==> src/rtl/reload_counter_gen.sv <==
// Self-reloading timer/tick counter: up/down, one-shot or periodic, prescaled, registered tc pulse.
// Optional sticky terminal-count interrupt enabled by defining RELOAD_COUNTER_IRQ_EN.
module reload_counter_gen #(
    parameter int unsigned WIDTH   = 8,
    parameter int unsigned PRESC_W = 4
) (
    input  logic               clk,
    input  logic               reset,
    input  logic               load_i,
    input  logic [WIDTH-1:0]   load_val_i,
    input  logic               dir_i,
    input  logic               oneshot_i,
    input  logic               start_i,
    input  logic               stop_i,
    input  logic [PRESC_W-1:0] prescale_i,
    input  logic               irq_clr_i,
    output logic [WIDTH-1:0]   count_o,
    output logic               tc_o,
    output logic               busy_o,
    output logic               done_o,
    output logic               irq_o
);

    typedef enum logic [1:0] {StIdle, StRun, StDone} state_e;

    state_e             state_q, state_d;
    logic [WIDTH-1:0]   count_q, count_d;
    logic [WIDTH-1:0]   reload_q, reload_d;
    logic [PRESC_W-1:0] presc_q, presc_d;
    logic               dir_q, dir_d;
    logic               oneshot_q, oneshot_d;
    logic               tc_q, tc_d;
    logic               irq_q, irq_d;

    logic [WIDTH-1:0]   start_val;
    logic [WIDTH-1:0]   terminal;
    logic               tick;

    assign start_val = dir_q ? '0 : reload_q;
    assign terminal  = dir_q ? reload_q : '0;
    assign tick      = (state_q == StRun) && (presc_q == prescale_i);

    always_comb begin
        state_d   = state_q;
        count_d   = count_q;
        reload_d  = reload_q;
        presc_d   = presc_q;
        dir_d     = dir_q;
        oneshot_d = oneshot_q;
        tc_d      = 1'b0;

        // Control priority: load > stop > start > tick.
        if (load_i) begin
            reload_d  = load_val_i;
            dir_d     = dir_i;
            oneshot_d = oneshot_i;
            count_d   = dir_i ? '0 : load_val_i;
            presc_d   = '0;
        end else if (stop_i) begin
            if (state_q == StRun) begin
                state_d = StIdle;
            end
        end else if (start_i) begin
            dir_d     = dir_i;
            oneshot_d = oneshot_i;
            count_d   = dir_i ? '0 : reload_q;
            presc_d   = '0;
            state_d   = StRun;
        end else if (state_q == StRun) begin
            if (tick) begin
                presc_d = '0;
                if (count_q == terminal) begin
                    tc_d = 1'b1;
                    if (oneshot_q) begin
                        state_d = StDone;
                    end else begin
                        count_d = start_val;
                    end
                end else if (dir_q) begin
                    count_d = count_q + WIDTH'(1);
                end else begin
                    count_d = count_q - WIDTH'(1);
                end
            end else begin
                presc_d = presc_q + PRESC_W'(1);
            end
        end
    end

`ifdef RELOAD_COUNTER_IRQ_EN
    // Set wins over a coincident clear.
    assign irq_d = tc_d | (irq_q & ~irq_clr_i);
`else
    logic unused_irq_clr;
    assign unused_irq_clr = irq_clr_i;
    assign irq_d          = 1'b0;
`endif

    always_ff @(posedge clk) begin
        if (reset) begin
            state_q   <= StIdle;
            count_q   <= '0;
            reload_q  <= '0;
            presc_q   <= '0;
            dir_q     <= 1'b0;
            oneshot_q <= 1'b0;
            tc_q      <= 1'b0;
            irq_q     <= 1'b0;
        end else begin
            state_q   <= state_d;
            count_q   <= count_d;
            reload_q  <= reload_d;
            presc_q   <= presc_d;
            dir_q     <= dir_d;
            oneshot_q <= oneshot_d;
            tc_q      <= tc_d;
            irq_q     <= irq_d;
        end
    end

    assign count_o = count_q;
    assign tc_o    = tc_q;
    assign busy_o  = (state_q == StRun);
    assign done_o  = (state_q == StDone);
    assign irq_o   = irq_q;

endmodule
==> config.mk <==
export PLATFORM = sky130hd
export DESIGN_NAME = reload_counter_gen
export DESIGN_NICKNAME = d
export VERILOG_FILES = /design/src/rtl/reload_counter_gen.sv
export SDC_FILE = /design/constraint.sdc
export NUM_CORES = 1
export LEC_CHECK = 0
export CAP_MARGIN = 5
export CORE_ASPECT_RATIO = 0.6
export CORE_MARGIN = 2
export CORE_UTILIZATION = 50
export CTS_CLUSTER_DIAMETER = 30
export DETAILED_ROUTE_END_ITERATION = 16
export PLACE_DENSITY = 0.76
export SYNTH_ARGS = -nofsm -noshare
export SYNTH_HDL_FRONTEND = slang
export SYNTH_SLANG_ARGS = --single-unit
==> constraint.sdc <==
create_clock -name clk -period 3.4 [get_ports clk]
set_clock_uncertainty 0.2 [all_clocks]
set_input_delay 0.68 -clock clk [delete_from_list [all_inputs] [get_ports clk]]
set_output_delay 0.68 -clock clk [all_outputs]
set_load 0.01 [all_outputs]
==> impl_metrics.csv <==
group,metric,value,unit
die,core_area,0.003637,mm^2
yosys,synth-main-ff-cell,"dfxtp_1",
yosys,synth_top_area_frac,0.2660,
timing,drv_slew,0,
timing,setup_tns,0,ps
routing,firstDrtPassIters,5,
timing,fin_ws,692.4,ps
placed_design,port_buffers,29,
routing,wl_per_cell,15.61,um
setup_path,cpPeakStageDelay,500,ps
die,io-pin-count,32,
routing,via_per_inst,5.909,
yosys,synthCells,233,
global_route,grt_pass1_vias,1630,
die,fp.dieW,83.20,um
setup_path,crit_chain,"inv_1, fa_1, a211oi_1, o21bai_1, a21oi_1, xnor2_1, a31oi_1, a311oi_2",
placed_design,gp_congestion,0.9746,
timing,hold_violations,0,
pwr,switching_share,0.3351,
final_layout,design_area,0.002268,mm^2
die,initial_utilization,0.5174,
pwr,powerDensity,353.1,mW/mm^2
pwr,peakVddDrop,0.1758,mV
final_layout,finalNonFillerCells,309,
clocking,numCtsBuffers,3,
setup_path,path_max_fanout,12,
yosys,synth_fp_nets,261,
global_route,grt_max_degree,21,
routing,drtIter0Drc,140,
final_layout,diodes,0,
placed_design,detailed_place_hpwl,3677,um
final_layout,finish.utilization,0.6237,
clocking,cts_resized,0,
global_route,antenna_found_initial,0,
yosys,syn_area,0.001882,mm^2
clocking,ctsLongestPathBuffers,2,
setup_path,cp.required,3400,ps
final_layout,nets,291,
clocking,clk-insertion-delay-late,280,ps
setup_path,end_kind,"register",
timing,tightest_slew,554.1,ps
setup_path,cp_top_family,"compound AO/OA/AOI/OAI gates",
setup_path,crit_type,"register to register",
timing,rsz0062_at_grt,"false",
setup_path,critPathSlowestCell,"dfxtp_1",
timing,setup_viol,0,
pwr,comb_power_share,0.349,
pwr,total_power,0.8009,mW
die,fp.dieArea,0.004286,mm^2
placed_design,placed_area,0.002223,mm^2
setup_path,cp_num_buf_inv,1,
routing,drcViolationCount,0,
setup_path,cp-start-kind,"register",
yosys,synth_area_per_cell,8.076,um^2
pwr,pwr-share-clk,0.228,
die,fp.dieH,51.52,um
pwr,leakagePower,0.8494,nW
pwr,p_switching,0.2684,mW
setup_path,critPathArrivalTime,2700,ps
routing,vias,1826,
die,rows,17,
pwr,internal-power,0.5325,mW
clocking,ctsHoldBuffers,0,
global_route,grt-ovfl-total,0,
placed_design,place_inst,305,
hold_path,min_path_type,"register to register",
final_layout,areaGrowthSynthToFinish,20.55,%
yosys,ys_seq_elements,25,
clocking,cts.sinks,25,
job,maxCapViolations,0,
clocking,htreeDepth,1,
timing,holdWs,315.4,ps
clocking,cts_tree,"done",
yosys,synth.cells.most_frequent,"nand2_1 (40), a21oi_1 (25), dfxtp_1 (25)",
placed_design,pre_cts_ws,466.7,ps
yosys,synth_most_common_cell,"nand2_1",
timing,fmax,369.3,MHz
clocking,cts_root_buffer,"clkbuf_8",
run_status,status,"finished, final reports clean",
yosys,synth_edf_count,0,
pwr,seqPwrFrac,0.424,
timing,slew_headroom,0.6272,
routing,wirelength,4823,um
global_route,grt_use_total,0.2395,
clocking,post_cts_buffers,0,
routing,postRouteAntennaNets,0,
yosys,synthTopCellsByArea,"dfxtp_1 (27%), nand2_1 (8.0%), a21oi_1 (6.6%)",
yosys,synthArstFlopShare,0,
yosys,yosysWarnings,0,
global_route,grt_pass1_wl,8100,um
yosys,yosysTopAreaCell,"dfxtp_1",
final_layout,layout-drive-gt1-share,0.1221,
clocking,clk_pin_slew,90,ps
timing,finalCritPeriodShare,0.7963,
timing,layout_min_cycle_time,2708,ps
yosys,yosysSeqAreaShare,0.2660,
yosys,ys_types,53,
[flip-flops by register name, summed over array words and instances (netlist names)]
register   count
dir_q          1
oneshot_q      1
count_o        8
reload_q       8
presc_q        4
tc_o           1
state_q        2
[worst reg2reg max path, cell delays in order, from the launching register on]
cell	delay [ps]
dfxtp_1	500
inv_1	290
fa_1	490
a211oi_1	300
o21bai_1	150
a21oi_1	190
xnor2_1	140
a31oi_1	110
a311oi_2	270
[power groups by stage]
stage                     combinational (mW)  clock (mW)  sequential [mW]
after floorplan                        0.196           0            0.340
after global placement                 0.272           0            0.345
after detailed placement               0.276           0            0.346
after CTS                              0.278       0.185            0.339
after global routing                   0.309       0.200            0.343
final                                  0.279       0.182            0.339
[routing by layer]
metal  global-route usage  share of wire  up-vias
li1                     -              -      906
met1               0.3694           0.52      862
met2               0.3441           0.41       56
met3              0.05397          0.062        2
met4              0.03552         0.0039        0
met5                    0              0        -
[cells in the final DEF, fill, tap and decap left out, drive strengths merged, types with 8 or more instances in the layout]
master,instances
nand2,40
clkdlybuf4s50,29
a21oi,25
dfxtp,25
nor2,13
o21ai,11
a21o,9
xnor2,8
a311oi,8
[cell type report]
class,instances,area [um^2]
fill,335,1369
multi-input combinational,189,1291
sequential,25,500.5
timing repair buffer,36,342.8
tap,47,58.81
clock buffer,4,45.04
inverter,8,30.03
[cell families after synthesis]
family,Yosys count,synth area share
other,1,0.001993
multiplexers,8,0.05386
adder cells (fa/ha/maj),8,0.05718
buffers and inverters,19,0.04787
flip-flops,25,0.2660
XOR/XNOR,10,0.04655
AO/OA/AOI/OAI,75,0.2939
AND/OR/NAND/NOR,87,0.2327
[final timing paths]
check                             to                    from  slack (ps)  cells after the start
max          count_o[6]$_SDFFE_PP0P_      dir_q$_SDFFE_PP0P_         690                      8
min           oneshot_q$_SDFFE_PP0P_  oneshot_q$_SDFFE_PP0P_         320                      2
max reg2reg  count_o[6]$_SDFFE_PP0P_      dir_q$_SDFFE_PP0P_         690                      8
min reg2reg   oneshot_q$_SDFFE_PP0P_  oneshot_q$_SDFFE_PP0P_         320                      2
No activity file was read; power rests on OpenSTA's default activity.
